File: src/rtl/multicycle_controller_if.sv
// rtl/multicycle_controller_if.sv - instruction fields, status and control strobes between datapath and controller
//
// Signals:
//   op, funct3, funct7b5   instruction fields from the instruction register
//   zero_flag, mem_ready   datapath / memory status
//   PCWrite .. RegWrite    control strobes and mux selects to the datapath
//   state                  current controller state, debug only
//   illegal_instr          present only when MC_CTRL_TRAP_EN is defined
// Modports: master = datapath side, slave = controller side.
interface multicycle_controller_if;
    logic [6:0] op;
    logic [2:0] funct3;
    logic       funct7b5;
    logic       zero_flag;
    logic       mem_ready;
    logic       PCWrite;
    logic       AdrSrc;
    logic       MemWrite;
    logic       IRWrite;
    logic [1:0] ResultSrc;
    logic [1:0] ALUSrcA;
    logic [1:0] ALUSrcB;
    logic [1:0] ImmSrc;
    logic [2:0] ALUControl;
    logic       RegWrite;
    logic [3:0] state;
`ifdef MC_CTRL_TRAP_EN
    logic       illegal_instr;
`endif

    modport master (
        output op, funct3, funct7b5, zero_flag, mem_ready,
        input  PCWrite, AdrSrc, MemWrite, IRWrite, ResultSrc, ALUSrcA, ALUSrcB,
        input  ImmSrc, ALUControl, RegWrite, state
`ifdef MC_CTRL_TRAP_EN
        , input illegal_instr
`endif
    );

    modport slave (
        input  op, funct3, funct7b5, zero_flag, mem_ready,
        output PCWrite, AdrSrc, MemWrite, IRWrite, ResultSrc, ALUSrcA, ALUSrcB,
        output ImmSrc, ALUControl, RegWrite, state
`ifdef MC_CTRL_TRAP_EN
        , output illegal_instr
`endif
    );
endinterface

File: src/rtl/multicycle_controller.sv
// rtl/multicycle_controller.sv - Moore-FSM controller for a multicycle RISC-V style datapath
//
// Ports:
//   clk    rising-edge clock
//   Reset  asynchronous active-low reset
//   bus    multicycle_controller_if.slave: instruction fields, zero_flag,
//          mem_ready in; control strobes, selects, ALUControl, state out
// Optional feature: macro MC_CTRL_TRAP_EN adds a TRAP state and the
// illegal_instr output; without it an unknown opcode is a 2-cycle NOP.
module multicycle_controller (
    input  logic                         clk,
    input  logic                         Reset,
    multicycle_controller_if.slave       bus
);
    typedef enum logic [3:0] {
        FETCH    = 4'd0,
        DECODE   = 4'd1,
        MEMADR   = 4'd2,
        MEMREAD  = 4'd3,
        MEMWB    = 4'd4,
        MEMWRITE = 4'd5,
        EXECR    = 4'd6,
        EXECI    = 4'd7,
        ALUWB    = 4'd8,
        BEQ      = 4'd9,
        JAL      = 4'd10
`ifdef MC_CTRL_TRAP_EN
        , TRAP   = 4'd11
`endif
    } state_t;

    localparam logic [6:0] OP_LW  = 7'b0000011;
    localparam logic [6:0] OP_SW  = 7'b0100011;
    localparam logic [6:0] OP_R   = 7'b0110011;
    localparam logic [6:0] OP_I   = 7'b0010011;
    localparam logic [6:0] OP_BEQ = 7'b1100011;
    localparam logic [6:0] OP_JAL = 7'b1101111;

    state_t     state_q, state_d;
    logic       pc_update, branch, ir_write, mem_write, reg_write, adr_src;
    logic [1:0] alu_op, alu_src_a, alu_src_b, result_src;

    always_ff @(posedge clk or negedge Reset) begin
        if (!Reset) state_q <= FETCH;
        else        state_q <= state_d;
    end

    always_comb begin
        state_d    = state_q;
        pc_update  = 1'b0;
        branch     = 1'b0;
        ir_write   = 1'b0;
        mem_write  = 1'b0;
        reg_write  = 1'b0;
        adr_src    = 1'b0;
        alu_op     = 2'b00;
        alu_src_a  = 2'b00;
        alu_src_b  = 2'b00;
        result_src = 2'b00;
        case (state_q)
            FETCH: begin
                alu_src_b  = 2'b10;
                result_src = 2'b10;
                // Strobes follow mem_ready so a stalled fetch loads PC/IR only once.
                ir_write   = bus.mem_ready;
                pc_update  = bus.mem_ready;
                if (bus.mem_ready) state_d = DECODE;
            end
            DECODE: begin
                alu_src_a = 2'b01;
                alu_src_b = 2'b01;
                case (bus.op)
                    OP_LW, OP_SW: state_d = MEMADR;
                    OP_R:         state_d = EXECR;
                    OP_I:         state_d = EXECI;
                    OP_BEQ:       state_d = BEQ;
                    OP_JAL:       state_d = JAL;
`ifdef MC_CTRL_TRAP_EN
                    default:      state_d = TRAP;
`else
                    default:      state_d = FETCH;
`endif
                endcase
            end
            MEMADR: begin
                alu_src_a = 2'b10;
                alu_src_b = 2'b01;
                state_d   = (bus.op == OP_SW) ? MEMWRITE : MEMREAD;
            end
            MEMREAD: begin
                adr_src = 1'b1;
                if (bus.mem_ready) state_d = MEMWB;
            end
            MEMWB: begin
                result_src = 2'b01;
                reg_write  = 1'b1;
                state_d    = FETCH;
            end
            MEMWRITE: begin
                adr_src   = 1'b1;
                mem_write = 1'b1;
                if (bus.mem_ready) state_d = FETCH;
            end
            EXECR: begin
                alu_src_a = 2'b10;
                alu_op    = 2'b10;
                state_d   = ALUWB;
            end
            EXECI: begin
                alu_src_a = 2'b10;
                alu_src_b = 2'b01;
                alu_op    = 2'b10;
                state_d   = ALUWB;
            end
            ALUWB: begin
                reg_write = 1'b1;
                state_d   = FETCH;
            end
            BEQ: begin
                alu_src_a = 2'b10;
                alu_op    = 2'b01;
                branch    = 1'b1;
                state_d   = FETCH;
            end
            JAL: begin
                alu_src_a = 2'b01;
                alu_src_b = 2'b10;
                pc_update = 1'b1;
                state_d   = ALUWB;
            end
`ifdef MC_CTRL_TRAP_EN
            TRAP: state_d = TRAP;
`endif
            default: state_d = FETCH;
        endcase
    end

    always_comb begin
        bus.ALUControl = 3'b000;
        case (alu_op)
            2'b01: bus.ALUControl = 3'b001;
            2'b10: begin
                case (bus.funct3)
                    3'b000:  bus.ALUControl = ({bus.op[5], bus.funct7b5} == 2'b11) ? 3'b001 : 3'b000;
                    3'b010:  bus.ALUControl = 3'b101;
                    3'b110:  bus.ALUControl = 3'b011;
                    3'b111:  bus.ALUControl = 3'b010;
                    default: bus.ALUControl = 3'b000;
                endcase
            end
            default: bus.ALUControl = 3'b000;
        endcase
    end

    always_comb begin
        case (bus.op)
            OP_SW:   bus.ImmSrc = 2'b01;
            OP_BEQ:  bus.ImmSrc = 2'b10;
            OP_JAL:  bus.ImmSrc = 2'b11;
            default: bus.ImmSrc = 2'b00;
        endcase
    end

    // FETCH strobes depend on mem_ready combinationally, so they are also
    // masked by Reset to stay quiet while reset is held.
    assign bus.PCWrite   = Reset & (pc_update | (branch & bus.zero_flag));
    assign bus.IRWrite   = Reset & ir_write;
    assign bus.MemWrite  = mem_write;
    assign bus.RegWrite  = reg_write;
    assign bus.AdrSrc    = adr_src;
    assign bus.ResultSrc = result_src;
    assign bus.ALUSrcA   = alu_src_a;
    assign bus.ALUSrcB   = alu_src_b;
    assign bus.state     = state_q;
`ifdef MC_CTRL_TRAP_EN
    assign bus.illegal_instr = (state_q == TRAP);
`endif
endmodule

File: src/flat_wrapper.sv
// flat-port wrapper written by rule: the top's interface ports become plain ports
module multicycle_controller_flat 
  (clk, Reset, bus_op, bus_funct3, bus_funct7b5, bus_zero_flag, bus_mem_ready, bus_PCWrite, bus_AdrSrc, bus_MemWrite, bus_IRWrite, bus_ResultSrc, bus_ALUSrcA, bus_ALUSrcB, bus_ImmSrc, bus_ALUControl, bus_RegWrite, bus_state);
  multicycle_controller_if bus_i ();
  input  logic clk;
  input  logic Reset;
  input wire logic [$bits(bus_i.op)-1:0] bus_op;
  input wire logic [$bits(bus_i.funct3)-1:0] bus_funct3;
  input wire logic [$bits(bus_i.funct7b5)-1:0] bus_funct7b5;
  input wire logic [$bits(bus_i.zero_flag)-1:0] bus_zero_flag;
  input wire logic [$bits(bus_i.mem_ready)-1:0] bus_mem_ready;
  output wire logic [$bits(bus_i.PCWrite)-1:0] bus_PCWrite;
  output wire logic [$bits(bus_i.AdrSrc)-1:0] bus_AdrSrc;
  output wire logic [$bits(bus_i.MemWrite)-1:0] bus_MemWrite;
  output wire logic [$bits(bus_i.IRWrite)-1:0] bus_IRWrite;
  output wire logic [$bits(bus_i.ResultSrc)-1:0] bus_ResultSrc;
  output wire logic [$bits(bus_i.ALUSrcA)-1:0] bus_ALUSrcA;
  output wire logic [$bits(bus_i.ALUSrcB)-1:0] bus_ALUSrcB;
  output wire logic [$bits(bus_i.ImmSrc)-1:0] bus_ImmSrc;
  output wire logic [$bits(bus_i.ALUControl)-1:0] bus_ALUControl;
  output wire logic [$bits(bus_i.RegWrite)-1:0] bus_RegWrite;
  output wire logic [$bits(bus_i.state)-1:0] bus_state;
  assign bus_i.op = bus_op;
  assign bus_i.funct3 = bus_funct3;
  assign bus_i.funct7b5 = bus_funct7b5;
  assign bus_i.zero_flag = bus_zero_flag;
  assign bus_i.mem_ready = bus_mem_ready;
  assign bus_PCWrite = bus_i.PCWrite;
  assign bus_AdrSrc = bus_i.AdrSrc;
  assign bus_MemWrite = bus_i.MemWrite;
  assign bus_IRWrite = bus_i.IRWrite;
  assign bus_ResultSrc = bus_i.ResultSrc;
  assign bus_ALUSrcA = bus_i.ALUSrcA;
  assign bus_ALUSrcB = bus_i.ALUSrcB;
  assign bus_ImmSrc = bus_i.ImmSrc;
  assign bus_ALUControl = bus_i.ALUControl;
  assign bus_RegWrite = bus_i.RegWrite;
  assign bus_state = bus_i.state;
  multicycle_controller u_core (.clk(clk), .Reset(Reset), .bus(bus_i));
endmodule
File: config.mk
export PLATFORM = sky130hd
export DESIGN_NAME = multicycle_controller_flat
export DESIGN_NICKNAME = d
export VERILOG_FILES = /design/src/rtl/multicycle_controller_if.sv /design/src/rtl/multicycle_controller.sv /design/src/flat_wrapper.sv
export SDC_FILE = /design/constraint.sdc
export NUM_CORES = 1
export LEC_CHECK = 0
export BUFFER_PORTS_ARGS = -buffer_cell sky130_fd_sc_hd__buf_2
export CAP_MARGIN = 20
export CORE_AREA = 3 3 44 66
export CTS_CLUSTER_SIZE = 20
export DETAILED_ROUTE_END_ITERATION = 6
export DIE_AREA = 0 0 47 69
export HOLD_SLACK_MARGIN = 0.08
export SLEW_MARGIN = 25
export SYNTH_ARGS = -nofsm -noshare
export SYNTH_HDL_FRONTEND = slang
export SYNTH_SLANG_ARGS = --single-unit
export TNS_END_PERCENT = 100
File: constraint.sdc
create_clock -name clk -period 1.5 [get_ports clk]
set_clock_uncertainty 0.1 [all_clocks]
set_input_delay 0.075 -clock clk [delete_from_list [all_inputs] [get_ports clk]]
set_output_delay 0.075 -clock clk [all_outputs]
set_load 0.05 [all_outputs]
==> Yosys cells after proc, flatten, opt, wreduce, memory -nomap -nowiden <==
Index checks and enable logic that the tools add are counted.
W data, S select, Z words.
{ "word_totals": {"reg_bits": 4, "word_cells": 62, "out_inout_bits": 20} }
{ "classes": {"eq_ne": 25, "n_bitwise": 4, "mux": 20, "reduce_logical": 12} }
{ "ops": {"columns": ["cell", "n"], "rows": [
  ["$pmux W4 S6", 1],
  ["$pmux W4 S5", 1],
  ["$eq A4 B3 Y1 const B", 4],
  ["$pmux W2 S2", 4],
  ["$eq A7 B6 Y1 const B", 2],
  ["$eq A7 B7 Y1 const B", 2],
  ["$eq A4 B4 Y1 const B", 3],
  ["$mux W4", 3],
  ["$pmux W3 S4", 1],
  ["$reduce_or A2 Y1", 6],
  ["$eq A4 B2 Y1 const B", 2],
  ["$eq A7 B2 Y1 const B", 1],
  ["$eq A7 B5 Y1 const B", 1],
  ["$eq A3 B3 Y1 const B", 2],
  ["$mux W1", 6],
  ["$ne A2 B2 Y1 const B", 3],
  ["$pmux W2 S3", 1],
  ["$pmux W3 S2", 1],
  ["$reduce_or A3 Y1", 2],
  ["$eq A2 B2 Y1 const B", 2],
  ["$eq A4 B1 Y1 const B", 1],
  ["$logic_not A4 Y1", 1],
  ["$reduce_or A4 Y1", 1],
  ["$and A1 B1 Y1", 3],
  ["other kinds (7)", 7]
]} }

==> Depth between registers and ports, before layout <==
Gate-level depths: netlist (run 1).
{ "logic_depth": {"depth_word": 5, "mapped_depth": 7, "depth_no_buf": 6} }

==> Least setup slack after synthesis (run 1) <==
No wires, ideal clock.
{ "synth_path": {"path_kind": "reg2out", "from": "reg u_core.state_q[1], in the netlist u_core.bus.state[1]", "to": "out bus_ALUControl[2]", "stages_incl_launch_ff": 6, "arrival_time_ns": 3.124, "path_slack_ns": -1.799, "path_buffers": 1, "cell_sequence": "dfrtp_1 -> buf_2 -> inv_2 -> or2_1 -> ha_1 -> nor4_1"} }
{ "synth_via": {"elab_chain_len": 5, "word_cells_on_any_way": 8, "classes_between": "5 x eq/ne; 2 x mux; 1 x reduce/logical"} }
{ "synth_rtl": {"columns": ["item", "line", "rtl"], "rows": [
  ["start, declared", "multicycle_controller.sv:39", "state_t state_q, state_d;"],
  ["start signal, assigned", "multicycle_controller.sv:45", "else state_q <= state_d;"],
  ["$eq A4 B3 Y1", "multicycle_controller.sv:60", "case (state_q)"],
  ["$reduce_or A2 Y1 (no line)", null, null],
  ["$pmux W2 S2 *", "multicycle_controller.sv:60", null],
  ["$eq A2 B2 Y1 or $eq A2 B1 Y1 (tied branches)", "multicycle_controller.sv:140", "case (alu_op)"],
  ["$pmux W3 S2 *", "multicycle_controller.sv:140", null],
  ["end, declared", "flat_wrapper.sv:20", "output wire logic [$bits(bus_i.ALUControl)-1:0] bus_ALUControl;"]
]} }
Every way passes the cells marked *; elsewhere a longest branch is shown, timed or not.

==> Worst setup path in the final report (run 1) <==
{ "layout_path": {"from": "reg u_core.state_q[3], in the netlist u_core.bus.state[3]", "to": "out bus_ALUControl[2]"} }
The elaborated chain is that of the path after synthesis.

==> results.md, run 1 <==
* Gate power share at 0.768
* Clock buffer depth at 2
* Ys flop type: dfrtp_1
* Total grt overflow at 0
* Synth area leader: dfrtp_1
* Port bufs at 34
* Max FFs per register at 4
* Peak VDD IR at 0.379 mV
* Switch share at 0.468
* Crit Path Category: reg -> out
* Die Y at 69 µm
* LEAKAGE at 0.654 nW
* # fillers at 204
* DR DRC count at 0
* Slew @ Worst Pin at 0.393 ns
* GRT Resource Usage Total at 0.159
* RSZ-0062 raised after global routing: yes
* Max-Cap Viols at 0
* Syn Nets at 107
* Drt via density at 5.02
* Routed via count at 909
* Outcome: finished, violations left
* Worst setup margin at -0.357 ns
* CORE AREA at 2420 µm²
* Routed Antenna Nets at 0
* Failing checks: negative setup slack
* Worst Path Required at 1.32 ns
* Post-synth cell types at 32
* Clock share of power at 0.112
* First drt pass iteration count at 4
* Clk Latency, worst-skew pair at 0.23 ns
* Seq pwr share at 0.120
* Worst Path Max Fanout at 2
* Syn Area/Cell at 6.63 µm²
* Fmax at 539 MHz
* Yosys top cell area share at 0.168
* Die W at 47 µm
* Ant. Diodes at 0
* Wire per inst at 13.4 µm
* Register area at 105 µm²
* Critical path launch point type: flop
* R2r endpoint: u_core.bus.state[0]
* CP Capture Type: output pin
* HP Class: in -> async
* Die footprint at 3240 µm²
* Post-synth EDFFs at 0
* Placed cell areas at 1070 µm²
* CTS tree: built
* Most instantiated cells after synthesis: 16 x nor2_1, 8 x a21oi_1, 7 x nand2b_1, 6 x nand2_1, 4 x dfrtp_1
* CP startpoint: u_core.bus.state[3]
* Synthesis Warnings at 0
* H-tree depth at 1
* Final Core Density at 0.608
* Worst r2r src: u_core.bus.state[2]
* Largest net degree at the start of global routing at 12
* Count leader, synth: nor2_1
* Crit path capture: bus_ALUControl[2]
* HPWL after detailed placement at 1720 µm
* Final period util at 1.24
* Reg clk slew, reported paths at 0.03 ns
* Async SR Flop Fraction at 1.00
* Post-Place Setup Slack at -0.223 ns
* Final WL at 2420 µm
* Syn Inst Count at 90
* First-pass GRT wire length at 3900 µm
* Slew Limit Headroom at 0.736
* Syn-to-layout area delta at 147%
* R2r worst-path depth at 5
* Setup-failing EPs final at 14
* R2R Setup Slk at -0.13 ns
* Pwr dens at 789 nW/µm²
* Crit path time final at 1.86 ns
* Finished Cell Area at 1470 µm²
* Multi-input logic area at 716 µm²
* Internal power at 0.619 mW
* FF+latch count, synth at 4
* Post-synthesis sequential area ratio at 0.168
* Num CTS Buffers at 3
* Area of the mapped netlist at 597 µm²
* Starting Density at 0.246
* Arrival time at the worst endpoint at 1.68 ns
* PnR Total Power at 1.16 mW
* P_sw at 0.543 mW
* GPL Wtd Cong at 0.785
* Final Hold Viols at 0
* Initial DRC count at 20
* Clock net sink count at 4
* Initial antenna violation count at 0
* Vias in the first global route at 921
* WHS at 0.0927 ns
* CTS Root Buffer Type: clkbuf_4
* Layout cells sized above 1 at 0.713
* Rows at 22
* Slew Limit Fails at 0
* Synth area leaders: dfrtp_1 17%, nor2_1 10%, nand2b_1 7.3%
* Layout Nets at 176
* Boundary Pins at 35
==> cell families after synthesis <==
group           count (synthesis)  share of synthesized area
compound gates                 21                      0.226
xor+xnor                        2                     0.0294
fa+ha+maj                       2                     0.0419
buf+inv                        10                     0.0692
flops                           4                      0.168
simple gates                   51                      0.465
==> worst min path at each step <==
stage               startpoint                  end  slack, ns  depth (start not counted)
detailed placement       Reset  u_core.bus.state[0]      -0.20                          1
floorplan                Reset  u_core.bus.state[0]      -0.32                          0
finish                   Reset  u_core.bus.state[0]       0.09                          2
global placement         Reset  u_core.bus.state[0]      -0.20                          1
global route             Reset  u_core.bus.state[0]       0.10                          2
CTS                      Reset  u_core.bus.state[2]       0.09                          2
==> power groups by stage <==
stage | clock network [mW] | registers (mW) | logic [mW]
6_report | 0.130 | 0.139 | 0.893
5_1_grt | 0.137 | 0.140 | 0.948
4_1_cts | 0.140 | 0.139 | 0.809
3_5_place_dp | 0 | 0.140 | 0.648
3_3_place_gp | 0 | 0.139 | 0.639
2_1_floorplan | 0 | 0.178 | 0.413
==> critical path, stage by stage (launching register included) <==
cell      delay [ns]
dfrtp_2         0.40
nand2b_4        0.15
or2_4           0.25
ha_4            0.23
nor4_4          0.23
buf_6           0.19
==> cell usage in the layout (no fill, tap or decap), drive strengths merged <==
master and n:
a211oi 2, a21o 1, a21oi 8, a22o 1, a22oi 2, a31o 1
a31oi 1, and3 2, buf 64, clkbuf 3, dfrtp 4, dlygate4sd3 5
ha 2, inv 5, nand2 6, nand2b 7, nand3 3, nand4 2
nor2 16, nor2b 4, nor3 3, nor3b 2, nor4 2, o21ai 3
o22ai 2, or2 2, or4 2, xnor2 2
==> area by class of cell <==
| cell class | count | area share |
|---|---|---|
| inverter | 5 | 0.0127 |
| timing repair buffer | 69 | 0.394 |
| multi-input combinational | 76 | 0.486 |
| clock buffer | 3 | 0.0153 |
| tap | 24 | 0.0204 |
| sequential | 4 | 0.0714 |
==> timing repair <==
item	4_1_cts	5_1_grt
resized for setup	52	17
endpoints found under the hold margin	6	0
setup buffers	5	9
hold buffers	5	0
pin swaps	8	15
endpoints found under the setup margin	16	17
==> per-layer routing <==
layer,vias up,track usage,wire length (µm)
li1,454,-,-
met3,4,0.00783,99
met4,0,0.0646,36
met5,-,0,0
met1,423,0.175,876
met2,28,0.289,1410
==> through the flow <==
stage               cells  setup TNS (ns)
floorplan              90           -4.09
global placement      164          -0.651
detailed placement    164          -0.853
CTS                   177           -3.02
global route          181           -3.41
finish                181           -2.63
Note: power is estimated with default switching activity, not from simulation.
==> run 2: changes to the inputs <==
--- a/config.mk
+++ b/config.mk
@@ -12,6 +12,7 @@
 export DETAILED_ROUTE_END_ITERATION = 6
 export DIE_AREA = 0 0 47 69
 export HOLD_SLACK_MARGIN = 0.08
+export PLACE_DENSITY = 0.53
 export SLEW_MARGIN = 25
 export SYNTH_ARGS = -nofsm -noshare
 export SYNTH_HDL_FRONTEND = slang
==> results.md, run 2 (same netlist as run 1, synthesis figures left out) <==
* P_sw at 0.513 mW (-5.7%)
* Num CTS Buffers at 3 (unchanged)
* Worst Path Required at 1.32 ns (about the same)
* Max FFs per register at 4 (unchanged)
* Finished Cell Area at 1350 µm² (-8.5%)
* CTS tree: built
* PnR Total Power at 1.07 mW (-7.8%)
* Arrival time at the worst endpoint at 1.68 ns (about the same)
* Reg clk slew, reported paths at 0.04 ns (about the same)
* Top delay family on crit path: simple AND/OR/NAND/NOR gates
* Wire per inst at 12.7 µm (-5.1%)
* Clock share of power at 0.125 (+0.013)
* Slew @ Worst Pin at 0.377 ns (-0.0158 ns)
* Final WL at 2160 µm (-11%)
* First drt pass iteration count at 4 (unchanged)
* Peak VDD IR at 0.362 mV (-4.6%)
* Gate power share at 0.742 (-0.026)
* Pwr dens at 795 nW/µm² (+0.72%)
* Worst setup margin at -0.355 ns (+0.00166 ns)
* Switch share at 0.479 (+0.0110)
* Die W at 47 µm (unchanged)
* CORE AREA at 2420 µm² (unchanged)
* Largest net degree at the start of global routing at 17 (+5)
* Failing checks: negative setup slack
* Cell Count, Final, Fillers Out at 170 (-6.1%)
* Routed via count at 861 (-5.3%)
* Die footprint at 3240 µm² (unchanged)
* Port bufs at 34 (unchanged)
* Crit path time final at 1.86 ns (-0.00166 ns)
* CP peak stage delay at 0.40 ns (about the same)
* Placed instance count at 163 (-0.61%)
* Max-Cap Viols at 0 (unchanged)
* HPWL after detailed placement at 1720 µm (-0.17%)
* HP Class: in -> reg
* Boundary Pins at 35 (unchanged)
* Initial antenna violation count at 0 (unchanged)
* Slowest-stage cell, CP: dfrtp_2
* H-tree depth at 1 (unchanged)
* Crit Path Category: reg -> out
* Die Y at 69 µm (unchanged)
* Slew Limit Headroom at 0.747 (+0.0106)
* Worst Path Max Fanout at 2 (unchanged)
* Syn-to-layout area delta at 126%
* Starting Density at 0.246 (unchanged)
* Most frequent cells in the layout: 19 x buf_2, 18 x buf_4, 15 x buf_6, 9 x nor2_1, 6 x a21oi_1
* Final period util at 1.24 (about the same)
* First-pass GRT wire length at 3830 µm (-1.8%)
* Commonest non-fill, non-tap cell in the layout: buf_2
* Layout Nets at 165 (-6.3%)
* Final Hold Viols at 0 (unchanged)
* Fmax at 539 MHz (about the same)
* Clk Latency, worst-skew pair at 0.24 ns (about the same)
* CP Capture Type: output pin
* GRT Resource Usage Total at 0.156 (-0.00300)
* Layout cells sized above 1 at 0.712 (-0.00105)
* # fillers at 227 (+11%)
* DR DRC count at 0 (unchanged)
* Vias in the first global route at 868 (-5.8%)
* Slew Limit Fails at 0 (unchanged)
* Rows at 22 (unchanged)
* GPL Wtd Cong at 0.790 (+0.69%)
* Outcome: finished, violations left
* Placed cell areas at 1060 µm² (-0.70%)
* Drt via density at 5.06 (+0.85%)
* Post-Place Setup Slack at -0.204 ns (+0.0187 ns)
* Initial DRC count at 20 (unchanged)
* RSZ-0062 raised after global routing: yes
* Clock buffer depth at 2 (unchanged)
* Seq pwr share at 0.132 (+0.012)
* CP cell instances: nand2b_4 > or2_4 > ha_4 > nor4_4 > buf_6
* Buf+Inv Stages, Crit Path at 1 (unchanged)
* CTS Root Buffer Type: clkbuf_4
* Total grt overflow at 0 (unchanged)
* Clock net sink count at 4 (unchanged)
* Setup-failing EPs final at 15 (+1)
* Setup TNS at -2.20 ns (+0.426 ns)
* LEAKAGE at 0.597 nW (-8.6%)
* Internal power at 0.558 mW (-9.7%)
* Critical path launch point type: flop
* Routed Antenna Nets at 0 (unchanged)
* Ant. Diodes at 0 (unchanged)
-- run 2: area by class of cell --
class                   instances  area [µm²]  area share
flip-flops and latches          4         105      0.0780
clock buffers                   3        22.5      0.0167
multi-input cells              76         694       0.515
well taps                      24        30.0      0.0223
repair buffers                 58         474       0.352
inverters                       5        21.3      0.0158
-- run 2: repair_timing --
item	in CTS	in global routing
buffers inserted	0	1
endpoints found under the setup margin	18	18
gates resized for setup	46	12
hold buffers	3	0
pin swaps	5	3
hold endpoints to repair	5	0
-- run 2: worst paths after layout --
| check | cells past startpoint | endpoint | start | slack [ns] |
|---|---|---|---|---|
| max | 5 | bus_ALUControl[2] | u_core.bus.state[3] | -0.36 |
| min | 3 | u_core.bus.state[0] | bus_op[3] | 0.08 |
| max reg2reg | 5 | u_core.bus.state[0] | u_core.bus.state[0] | -0.16 |
| min reg2reg | 2 | u_core.bus.state[0] | u_core.bus.state[3] | 0.61 |
| max in group asynchronous | 2 | u_core.bus.state[0] | Reset | 1.04 |
| min in group asynchronous | 2 | u_core.bus.state[2] | Reset | 0.10 |
-- run 2: worst register-to-register path: stages, from the launching register on --
cell     delay (ns)
dfrtp_2        0.41
buf_4          0.13
nor2b_2        0.20
nand4_1        0.14
or4_1          0.51
o21ai_1        0.10
-- run 2: power by group through the flow --
stage | Combinational (mW) | Sequential (mW) | Clock, mW
2_1_floorplan | 0.413 | 0.178 | 0
3_3_place_gp | 0.647 | 0.142 | 0
3_5_place_dp | 0.649 | 0.143 | 0
4_1_cts | 0.773 | 0.142 | 0.140
5_1_grt | 0.850 | 0.145 | 0.144
6_report | 0.795 | 0.142 | 0.134
-- run 2: metrics by stage --
stage / util / hold WS (ns)
floorplan: - / -0.321
global placement: 0.438 / -0.192
detailed placement: 0.438 / -0.188
CTS: 0.533 / 0.0822
global route: 0.556 / 0.118
finish: 0.556 / 0.0833
-- run 2: routing by layer --
layer	global-route usage	vias up	share of wire
li1	-	437	-
met1	0.185	399	0.39
met2	0.251	21	0.55
met3	0.0209	4	0.039
met4	0.0862	0	0.019
met5	0	-	0
==> run 3: changes to the inputs <==
--- a/config.mk
+++ b/config.mk
@@ -8,11 +8,13 @@
 export BUFFER_PORTS_ARGS = -buffer_cell sky130_fd_sc_hd__buf_2
 export CAP_MARGIN = 20
 export CORE_AREA = 3 3 44 66
+export CTS_BUF_LIST = sky130_fd_sc_hd__clkbuf_8
 export CTS_CLUSTER_SIZE = 20
 export DETAILED_ROUTE_END_ITERATION = 6
 export DIE_AREA = 0 0 47 69
 export HOLD_SLACK_MARGIN = 0.08
 export PLACE_DENSITY = 0.53
+export SKIP_LAST_GASP = 1
 export SLEW_MARGIN = 25
 export SYNTH_ARGS = -nofsm -noshare
 export SYNTH_HDL_FRONTEND = slang
==> results.md, run 3 (same netlist as run 1, synthesis figures left out) <==
* Layout Nets at 170 (+3.0%)
* Hold Path End: u_core.bus.state[0]
* Max-Cap Viols at 0 (unchanged)
* Worst Min Path Start: bus_op[3]
* Port bufs at 34 (unchanged)
* DR DRC count at 0 (unchanged)
* RSZ-0062 raised after global routing: yes
* Reg clk slew, reported paths at 0.03 ns (about the same)
* HPWL after detailed placement at 1720 µm (unchanged)
* Max FFs per register at 4 (unchanged)
* Worst r2r src: u_core.bus.state[0]
* HP Class: in -> reg
* PnR Total Power at 1.32 mW (+23%)
* Switch share at 0.442 (-0.0364)
* Drt via density at 4.98 (-1.7%)
* P_sw at 0.582 mW (+14%)
* Peak VDD IR at 0.383 mV (+5.9%)
* Outcome: finished, violations left
* Largest net degree at the start of global routing at 17 (unchanged)
* Placed cell areas at 1060 µm² (unchanged)
* Pwr dens at 870 nW/µm² (+9.4%)
* Setup TNS at -2.37 ns (-0.165 ns)
* First drt pass iteration count at 4 (unchanged)
* Clock share of power at 0.173 (+0.048)
* Layout cells sized above 1 at 0.768 (+0.0559)
* Crit Path Category: reg -> out
* CTS Root Buffer Type: clkbuf_8
* Final WL at 2310 µm (+7.2%)
* Critical path launch point type: flop
* Slew Limit Headroom at 0.731 (-0.0159)
* Final Core Density at 0.625 (+0.0687)
* Ant. Diodes at 0 (unchanged)
* Crit path time final at 1.85 ns (-0.00916 ns)
* Worst setup margin at -0.346 ns (+0.00916 ns)
* Multi-input logic area at 761 µm² (+9.5%)
* Routed Antenna Nets at 0 (unchanged)
* Die footprint at 3240 µm² (unchanged)
* Initial antenna violation count at 0 (unchanged)
* R2r worst-path depth at 6 (+1)
* CTS tree: built
* Register area at 105 µm² (unchanged)
* Clock buffer depth at 2 (unchanged)
* LEAKAGE at 0.650 nW (+8.8%)
* Most frequent cells in the layout: 20 x buf_6, 19 x buf_2, 15 x buf_4, 8 x nor2_4
* Post-Place Setup Slack at -0.204 ns (unchanged)
* Boundary Pins at 35 (unchanged)
* Worst Path Required at 1.32 ns (about the same)
* Initial DRC count at 7 (-65%)
* Gate power share at 0.721 (-0.021)
* Finished Cell Area at 1510 µm² (+12%)
* Total grt overflow at 0 (unchanged)
* Vias in the first global route at 874 (+0.69%)
* Slew @ Worst Pin at 0.401 ns (+0.0236 ns)
* Fmax at 542 MHz (+0.50%)
* Syn-to-layout area delta at 154%
* Die W at 47 µm (unchanged)
* Final period util at 1.23 (-0.00610)
* # fillers at 193 (-15%)
* R2r endpoint: u_core.bus.state[0]
* Worst Path Max Fanout at 2 (unchanged)
* Starting Density at 0.246 (unchanged)
* First-pass GRT wire length at 3980 µm (+4.0%)
* Arrival time at the worst endpoint at 1.67 ns (about the same)
* Placed instance count at 163 (unchanged)
* Routed via count at 871 (+1.2%)
* Die Y at 69 µm (unchanged)
* Seq pwr share at 0.106 (-0.026)
* Cell Count, Final, Fillers Out at 175 (+2.9%)
* WHS Path Cells at 3 (unchanged)
* Failing checks: negative setup slack
* Rows at 22 (unchanged)
* Num CTS Buffers at 3 (unchanged)
* Final Hold Viols at 0 (unchanged)
* CORE AREA at 2420 µm² (unchanged)
* GRT Resource Usage Total at 0.164 (+0.00878)
* GPL Wtd Cong at 0.790 (unchanged)
* Commonest non-fill, non-tap cell in the layout: buf_6
* Slew Limit Fails at 0 (unchanged)
* Wire per inst at 13.2 µm (+4.2%)
* H-tree depth at 1 (unchanged)
* Internal power at 0.734 mW (+32%)
* Setup-failing EPs final at 16 (+1)
* R2R Setup Slk at -0.14 ns (+0.02 ns)
* CP Capture Type: output pin
* WHS at 0.0964 ns (+0.0132 ns)
* Clock net sink count at 4 (unchanged)
* Clk Latency, worst-skew pair at 0.22 ns (-0.02 ns)
[run 3: cell count changes in the layout (fill, tap and decap cells not counted), sizes merged]
cell	delta
buf	+6
dlygate4sd3	-1
[run 3: final cells by class]
type,instances,share of cell area
timing repair buffer,63,0.369
tap,24,0.0198
sequential,4,0.0694
inverter,5,0.0124
clock buffer,3,0.0273
multi-input combinational,76,0.502
[run 3: worst max-delay path by stage]
stage / from / cells past startpoint / slack, ns / end
finish: u_core.bus.state[3] / 5 / -0.35 / bus_ALUControl[2]
global route: u_core.bus.state[3] / 7 / -0.40 / bus_ALUControl[2]
CTS: u_core.bus.state[3] / 5 / -0.33 / bus_ALUControl[2]
detailed placement: u_core.bus.state[3] / 7 / -0.20 / bus_ALUControl[2]
global placement: u_core.bus.state[3] / 7 / -0.17 / bus_ALUControl[2]
floorplan: u_core.bus.state[0] / 6 / -0.56 / bus_ALUControl[2]
[run 3: power by group through the flow]
stage	clock, mW	sequential [mW]	combinational (mW)
after global routing	0.247	0.142	1.01
after floorplan	0	0.178	0.413
after CTS	0.230	0.139	0.845
after global placement	0	0.142	0.647
after detailed placement	0	0.143	0.649
final	0.228	0.139	0.949
[run 3: metal layers]
metal / global-route usage / wire length (µm) / vias up / part of all wire
met5: 0 / 0 / - / 0
met4: 0.0769 / 36 / 0 / 0.016
met3: 0.0209 / 101 / 4 / 0.044
met2: 0.268 / 1300 / 24 / 0.56
met1: 0.201 / 875 / 404 / 0.38
li1: - / - / 439 / -
[run 3: critical path, cell delays in order (launching register included)]
cell and delay [ns]:
dfrtp_2 0.40, nand2b_4 0.14, or2_4 0.27, ha_4 0.23
nor4_4 0.22, buf_6 0.19
[run 3: what timing repair did]
action                                  4_1_cts  5_1_grt
endpoints found under the setup margin       17       18
setup buffers                                 7        2
pin swaps                                    14       12
hold buffers                                  2        0
endpoints found under the hold margin         5        0
resized for setup                            54       32
